[src/rtl/alu_sequencer.sv]
// Multi-cycle ALU sequencer driving an external bit-sliced ALU; shifts run one bit per cycle.
// Optional macro ALU_SEQUENCER_BACK_TO_BACK_EN lets DONE accept the next request directly.
module alu_sequencer #(
  parameter int unsigned WIDTH = 32
) (
  input  logic             Clk,
  input  logic             RstN,
  input  logic             ReqValid,
  output logic             ReqReady,
  input  logic [3:0]       ReqOp,
  input  logic [WIDTH-1:0] ReqA,
  input  logic [WIDTH-1:0] ReqB,
  output logic             RspValid,
  input  logic             RspReady,
  output logic [WIDTH-1:0] RspData,
  output logic [WIDTH-1:0] AluInA,
  output logic [WIDTH-1:0] AluInB,
  output logic             AluCarryIn,
  output logic             AluOr,
  output logic             AluFloodCarry,
  output logic             AluInvertA,
  output logic             AluInvertB,
  input  logic             AluCarryOut,
  input  logic [WIDTH-1:0] AluOutC
);

  localparam int unsigned SA = $clog2(WIDTH);

  localparam logic [3:0] OP_ADD  = 4'd0;
  localparam logic [3:0] OP_SUB  = 4'd1;
  localparam logic [3:0] OP_AND  = 4'd2;
  localparam logic [3:0] OP_OR   = 4'd3;
  localparam logic [3:0] OP_XOR  = 4'd4;
  localparam logic [3:0] OP_SLT  = 4'd5;
  localparam logic [3:0] OP_SLTU = 4'd6;
  localparam logic [3:0] OP_SLL  = 4'd7;
  localparam logic [3:0] OP_SRL  = 4'd8;
  localparam logic [3:0] OP_SRA  = 4'd9;

  typedef enum logic [1:0] {
    S_IDLE  = 2'd0,
    S_EXEC  = 2'd1,
    S_SHIFT = 2'd2,
    S_DONE  = 2'd3
  } state_t;

  state_t            r_state;
  state_t            w_next_state;
  logic [3:0]        r_op;
  logic [WIDTH-1:0]  r_a;
  logic [WIDTH-1:0]  r_b;
  logic [WIDTH-1:0]  r_acc;
  logic [SA-1:0]     r_cnt;
  logic [WIDTH-1:0]  r_rsp_data;
  logic              r_rsp_valid;

  logic              w_accept;
  logic [SA-1:0]     w_req_n;
  logic              w_req_shift;
  logic [WIDTH-1:0]  w_exec_result;
  logic [WIDTH-1:0]  w_shift_next;
  logic              w_last_shift;

  // A shift request with a non-zero amount goes to SHIFT; everything else takes one EXEC cycle.
  assign w_req_n      = ReqB[SA-1:0];
  assign w_req_shift  = (ReqOp == OP_SLL || ReqOp == OP_SRL || ReqOp == OP_SRA) &&
                        (w_req_n != '0);
  assign w_accept     = ReqValid && ReqReady;
  assign w_last_shift = (r_state == S_SHIFT) && (r_cnt == SA'(1));

  assign RspValid = r_rsp_valid;
  assign RspData  = r_rsp_data;

  always_comb begin
    w_next_state  = r_state;
    ReqReady      = 1'b0;
    AluInA        = '0;
    AluInB        = '0;
    AluCarryIn    = 1'b0;
    AluOr         = 1'b0;
    AluFloodCarry = 1'b0;
    AluInvertA    = 1'b0;
    AluInvertB    = 1'b0;
    w_exec_result = '0;
    w_shift_next  = r_acc;

    case (r_state)
      S_IDLE: begin
        ReqReady = 1'b1;
        if (ReqValid) w_next_state = w_req_shift ? S_SHIFT : S_EXEC;
      end

      S_EXEC: begin
        AluInA       = r_a;
        AluInB       = r_b;
        w_next_state = S_DONE;
        case (r_op)
          OP_ADD: w_exec_result = AluOutC;
          OP_SUB: begin
            AluInvertB    = 1'b1;
            AluCarryIn    = 1'b1;
            w_exec_result = AluOutC;
          end
          OP_AND: begin
            AluInvertA    = 1'b1;
            AluInvertB    = 1'b1;
            AluOr         = 1'b1;
            AluFloodCarry = 1'b1;
            w_exec_result = AluOutC;
          end
          OP_OR: begin
            AluOr         = 1'b1;
            w_exec_result = AluOutC;
          end
          OP_XOR: begin
            AluFloodCarry = 1'b1;
            w_exec_result = AluOutC;
          end
          OP_SLT: begin
            AluInvertB       = 1'b1;
            AluCarryIn       = 1'b1;
            // Differing signs decide directly; otherwise the difference sign cannot overflow.
            w_exec_result[0] = (r_a[WIDTH-1] != r_b[WIDTH-1]) ? r_a[WIDTH-1]
                                                              : AluOutC[WIDTH-1];
          end
          OP_SLTU: begin
            AluInvertB       = 1'b1;
            AluCarryIn       = 1'b1;
            w_exec_result[0] = ~AluCarryOut;
          end
          OP_SLL, OP_SRL, OP_SRA: begin
            AluInB        = '0;
            AluOr         = 1'b1;
            w_exec_result = r_a;
          end
          default: begin
            AluInB        = '0;
            AluOr         = 1'b1;
            w_exec_result = '0;
          end
        endcase
      end

      S_SHIFT: begin
        case (r_op)
          OP_SLL: begin
            AluInA       = r_acc;
            AluInB       = r_acc;
            w_shift_next = AluOutC;
          end
          OP_SRL:  w_shift_next = {1'b0, r_acc[WIDTH-1:1]};
          OP_SRA:  w_shift_next = {r_acc[WIDTH-1], r_acc[WIDTH-1:1]};
          default: w_shift_next = r_acc;
        endcase
        if (r_cnt == SA'(1)) w_next_state = S_DONE;
      end

      S_DONE: begin
`ifdef ALU_SEQUENCER_BACK_TO_BACK_EN
        ReqReady = RspReady;
        if (RspReady) begin
          if (ReqValid) w_next_state = w_req_shift ? S_SHIFT : S_EXEC;
          else          w_next_state = S_IDLE;
        end
`else
        if (RspReady) w_next_state = S_IDLE;
`endif
      end

      default: w_next_state = S_IDLE;
    endcase

    // Reset silences the handshake and the external ALU in the same cycle.
    if (!RstN) begin
      w_next_state  = S_IDLE;
      ReqReady      = 1'b0;
      AluInA        = '0;
      AluInB        = '0;
      AluCarryIn    = 1'b0;
      AluOr         = 1'b0;
      AluFloodCarry = 1'b0;
      AluInvertA    = 1'b0;
      AluInvertB    = 1'b0;
    end
  end

  always_ff @(posedge Clk) begin
    if (!RstN) begin
      r_state     <= S_IDLE;
      r_op        <= '0;
      r_a         <= '0;
      r_b         <= '0;
      r_acc       <= '0;
      r_cnt       <= '0;
      r_rsp_data  <= '0;
      r_rsp_valid <= 1'b0;
    end else begin
      r_state     <= w_next_state;
      r_rsp_valid <= (w_next_state == S_DONE);
      if (w_accept) begin
        r_op  <= ReqOp;
        r_a   <= ReqA;
        r_b   <= ReqB;
        r_acc <= ReqA;
        r_cnt <= w_req_n;
      end else if (r_state == S_SHIFT) begin
        r_acc <= w_shift_next;
        r_cnt <= r_cnt - SA'(1);
      end
      if (r_state == S_EXEC)  r_rsp_data <= w_exec_result;
      else if (w_last_shift)  r_rsp_data <= w_shift_next;
    end
  end

endmodule

[config.mk]
export PLATFORM = sky130hd
export DESIGN_NAME = alu_sequencer
export DESIGN_NICKNAME = d
export VERILOG_FILES = /design/src/rtl/alu_sequencer.sv
export SDC_FILE = /design/constraint.sdc
export NUM_CORES = 1
export LEC_CHECK = 0
export CELL_PAD_IN_SITES_DETAIL_PLACEMENT = 0
export CELL_PAD_IN_SITES_GLOBAL_PLACEMENT = 1
export CORE_MARGIN = 3
export CORE_UTILIZATION = 31
export CTS_CLUSTER_SIZE = 24
export DETAILED_ROUTE_END_ITERATION = 16
export PLACE_DENSITY_LB_ADDON = 0.1
export SYNTH_ARGS = -nofsm -noshare
export SYNTH_HDL_FRONTEND = slang
export SYNTH_SLANG_ARGS = --single-unit
[constraint.sdc]
create_clock -name Clk -period 2.1 [get_ports Clk]
set_input_delay 0.42 -clock Clk [delete_from_list [all_inputs] [get_ports Clk]]
set_output_delay 0.42 -clock Clk [all_outputs]
set_load 0.02 [all_outputs]
# Word level (Yosys, flattened, before mapping)
# Cells that the tools add are included.
# Widths: inputs -> output; s select.
# totals
ff_bits	140
latchBits	0
elab_cells	85
inputBits	105
ramBits	0
n_memories	0
rom_bits	0
# classes
n_bitwise	1
shifts	0
n_div	0
n_lt_le_gt_ge	0
reduce_logical	17
n_eq_ne	18
mul	0
addsub	1
muxes	40
# ops
op	count
$mux 32	9
$pmux 32 s2	2
$pmux 32 s3	1
$pmux 31 s2	1
$eq 4x3->1 const B	5
$mux 1	18
$eq 4x4->1 const B	4
$mux 2	5
$mux 5	2
$reduce_or 5->1	2
$eq 4x2->1 const B	2
$pmux 2 s4	1
$reduce_or 7->1	1
$eq 2x2->1 const B	3
$reduce_or 3->1	2
$eq 5x1->1 const B	1
$reduce_bool 5->1	1
$sub 5x1->5 const B	1
$eq 4x1->1 const B	1
$logic_not 4->1	1
$pmux 1 s4	1
$reduce_bool 2->1	2
$reduce_or 4->1	1
$logic_and 1x1->1	3
other kinds (6)	7

# Longest topological paths before layout
# logic_depth
depth_word	9
ltp_mapped	9
depth_no_buf	6

# Least setup slack after synthesis
# No wires, ideal clock.
# synth_path
path_kind	input to output
startpoint	input port RstN
endpoint	output port AluFloodCarry
arrival_time_ps	1849
slack_ps	-169
required_time_ps	1680
path_buffers	1
stages	3
path_cell_list	clkbuf_1 -> nand2_1 -> a2111oi_0
# synth_via
elab_chain_len	1
# synth_lines
item	line_no	text
start: declaration	7	input logic RstN,
$mux 1	174	if (!RstN) begin
end: declaration	20	output logic AluFloodCarry,
# Every way passes these cells.

# Worst setup path in the final report
# layout_path
startpoint	register r_state[1]
endpoint	output port AluInB[16]
# layout_via
elab_chain_len	3
elab_cells_between_ends	4
# layout_lines
item	line_no	text
start: declaration	47	state_t r_state;
start signal: assignment	198	r_state <= w_next_state;
$eq 2x2->1 / $eq 2x1->1 (equally long branches)	87	case (r_state)
$pmux 32 s2 (*)	87	
$mux 32 (*)	174	
end: declaration	17	output logic [WIDTH-1:0] AluInB,
# Every way passes the cells marked *; elsewhere a longest branch is shown, timed or not.

==> flow_metrics.tcl <==
set metrics [dict create \
    synth.cell_area_mm2 0.007321 \
    cp_top_family "buffers and inverters" \
    setup_viol 68 \
    wl_per_cell_um 20.58 \
    port_buffers 207 \
    yosys_warnings 0 \
    yosys.area_share.adder 0.01196 \
    dr.pass1.iters 5 \
    numCtsBuffers 17 \
    grt.busiest_layer "met2" \
    p_leak_nw 4.663 \
    hold_path_class "flop to flop" \
    syn_to_final_growth_pct 71.68 \
    syn_avg_cell_area_um2 7.417 \
    holdBufCountCts 0 \
    core_mm2 0.02292 \
    power_density_mw_per_mm2 1085 \
    vdd_drop_max_mv 0.5823 \
    root_buffer "clkbuf_16" \
    dp_hpwl_um 19860 \
    yosys.cell_types.count 56 \
    finalCriticalPeriod_ns 2.453 \
    required_ns 1.68 \
    hold_viol 0 \
    drv_slew 0 \
    outcome "finished with violations" \
    rows 55 \
    first_global_vias 8359 \
    timing.final.crit_share 1.168 \
    clk_latency_ns 0.42 \
    slowest_stage "dfxtp_4" \
    tightest_slew_ns 1.116 \
    cts_sinks 140 \
    clkTransAtPathRegs_ns 0.07 \
    drtIter0Drc 555 \
    fp.dieW_um 159.7 \
    clock_skew_ns 0.009823 \
    netlist.area_leader.share 0.3828 \
    die_h_um 159.7 \
    synth_most_common_cell "nand2_1" \
    final_cells 1567 \
    vias_per_cell 5.357 \
    final_nets 1353 \
    crit_fanout 6 \
    antenna_found_initial 1 \
    grt_max_degree 89 \
    placed_area_mm2 0.01060 \
    dr_total_vias 8395 \
    critical_path.startpoint "r_state[1]$_SDFF_PN0_" \
    crit_arrival_ns 2.03 \
    start_kind "flop" \
    fp.dieArea_mm2 0.02550 \
    synthFlopType "dfxtp_1" \
    violations "setup timing" \
    fmax_mhz 407.7 \
    endpoint_kind "output port" \
    ioPinCount 208 \
    synthCells 987 \
    yosysTopAreaCell "dfxtp_1" \
    crit_type "flop to output port" \
    wirelength_um 32250 \
    ys_seq_area_frac 0.3828 \
    rrSetupSlack_ns 0.04 \
    synth-compound-area-share 0.3276 \
    design_area_mm2 0.01257 \
    r2r_start "r_state[1]$_SDFF_PN0_" \
    max_stage_delay_ns 0.36 \
    antenna_left 0 \
    clk_path_buf_depth 2 \
    netlist_top_cells_area "dfxtp_1, nand2_1, a21oi_1, a32oi_1, o21ai_0" \
    grt_use_met1 0.3400 \
    finalPower_mw 13.64 \
    synth-seq-cells 140 \
    ctsHtreeMaxLevel 4 \
    muxShareOfSynthArea 0.001538 \
    synth_edf_count 0 \
    grt_pass1_wl_um 49100 \
    grt_usage 0.2435 \
    grtUsageMet2 0.3817 \
    hp-start "r_b[17]$_SDFFE_PN0P_" \
    cp_num_buf_inv 5 \
    synth_top_family_by_area "compound AO/OA/AOI/OAI gates" \
    synth-simple-area-share 0.2046 \
    cts_tree "yes" \
    rsz0062_at_grt "yes" \
    grt_overflow 0 \
    yosys-top-cells-count "nand2_1, a21oi_1, dfxtp_1" \
    drv_cap 0 \
    dp_cells 1483 \
    start_util 0.3195 \
    maxSlewHeadroom 0.2560 \
    syn_nets 1099 \
    cp_cell_sequence "inv_4 -> ha_4 -> nand2b_4 -> a31oi_4 -> buf_12 -> buf_12 -> buf_6 -> nand2_4 -> a21oi_2 -> buf_6" \
    drive_gt1_frac 0.3075 \
    worst_slack_ns -0.3527 \
    synthXorXnorAreaFrac 0.003589 \
    gr-usage-met3 0.05110 \
    drc 0 \
    async_reset_ff_frac 0 \
    finish.utilization 0.5485 \
    gp_congestion 0.8279 \
]
## cells in the final DEF, fill, tap and decap left out, types with 4 or more instances in the layout
cell type and n:
and2_1 19, nor2_4 4, nor2_1 6, a211o_1 20, inv_1 13, clkdlybuf4s50_1 136
buf_6 76, a32oi_1 49, a211oi_1 10, nand2b_1 5, a31oi_1 31, clkbuf_16 18
a21oi_2 26, buf_8 9, nand2_2 27, o211ai_1 21, ha_1 4, buf_12 25
nand2_4 37, a21oi_4 39, o21a_1 20, clkinvlp_4 4, buf_4 75, o21ai_0 56
dfxtp_4 5, clkinv_2 4, o22ai_1 10, a21oi_1 76, buf_16 5, nand2_1 221
dfxtp_1 135
## final timing paths
| kind | endpoint | cells after the start |
|---|---|---|
| worst max-delay path | AluInB[16] | 10 |
| worst min-delay path | r_b[17]$_SDFFE_PN0P_ | 2 |
| worst max register to register | RspData[0]$_SDFFE_PN0P_ | 8 |
| worst min register to register | r_b[17]$_SDFFE_PN0P_ | 2 |
## metal layers
| metal | part of all wire | wire [µm] |
|---|---|---|
| met5 | 0 | 0 |
| met4 | 0.018 | 579 |
| met3 | 0.068 | 2186 |
| met2 | 0.46 | 14770 |
| met1 | 0.46 | 14710 |
## worst register-to-register path: cells and delay by family, from the launching register on
kind | cells | cell delay, ns
fa+ha+maj | 1 | 0.13
compound gates | 3 | 0.53
simple gates | 1 | 0.27
flops | 1 | 0.37
buf+inv | 3 | 0.59
## power by group
group / internal (mW) / total (mW) / switching (mW)
Combinational: 3.09 / 6.91 / 3.82
Clock: 1.92 / 3.14 / 1.23
Sequential: 3.16 / 3.59 / 0.431
Total: 8.16 / 13.6 / 5.48
## sequential cells by signal (all words and copies together), names as in the netlist
name,count
RspData,32
RspValid,1
r_a,32
r_acc,32
r_b,32
r_cnt,5
r_op,4
r_state,2
## stage by stage
step / hold slack (ns) / setup slack, ns / TNS (ns)
finish: 0.4589 / -0.3527 / -16.45
global route: 0.4820 / -0.4079 / -21.21
CTS: 0.4600 / -0.4112 / -16.61
detailed placement: 0.4482 / -0.3806 / -26.36
global placement: 0.4428 / -0.3425 / -23.49
floorplan: 0.4362 / -0.1690 / -0.3333
## kinds of logic (layout without fill, tap and decap cells)
family	after synthesis	count (layout)
compound gates	377	377
flops	140	140
mux	1	1
xor+xnor	3	3
other cells	0	2
simple gates	347	348
buf+inv	112	376
fa+ha+maj	7	7
## cell type report
type	instances	area, µm²
repair buffers	329	3592
inverters	17	70.07
clock buffers	19	452.9
diodes	2	5.005
multi-input cells	736	5091
clock inverters	11	143.9
well taps	313	391.6
fillers	2130	10350
flip-flops and latches	140	2821
## what timing repair did
action,in CTS,in global routing
pin swaps,22,32
gates cloned,9,1
endpoints found under the setup margin,101,93
gates resized for setup,520,82
buffers inserted,35,15
(Power assumes the default switching activity.)
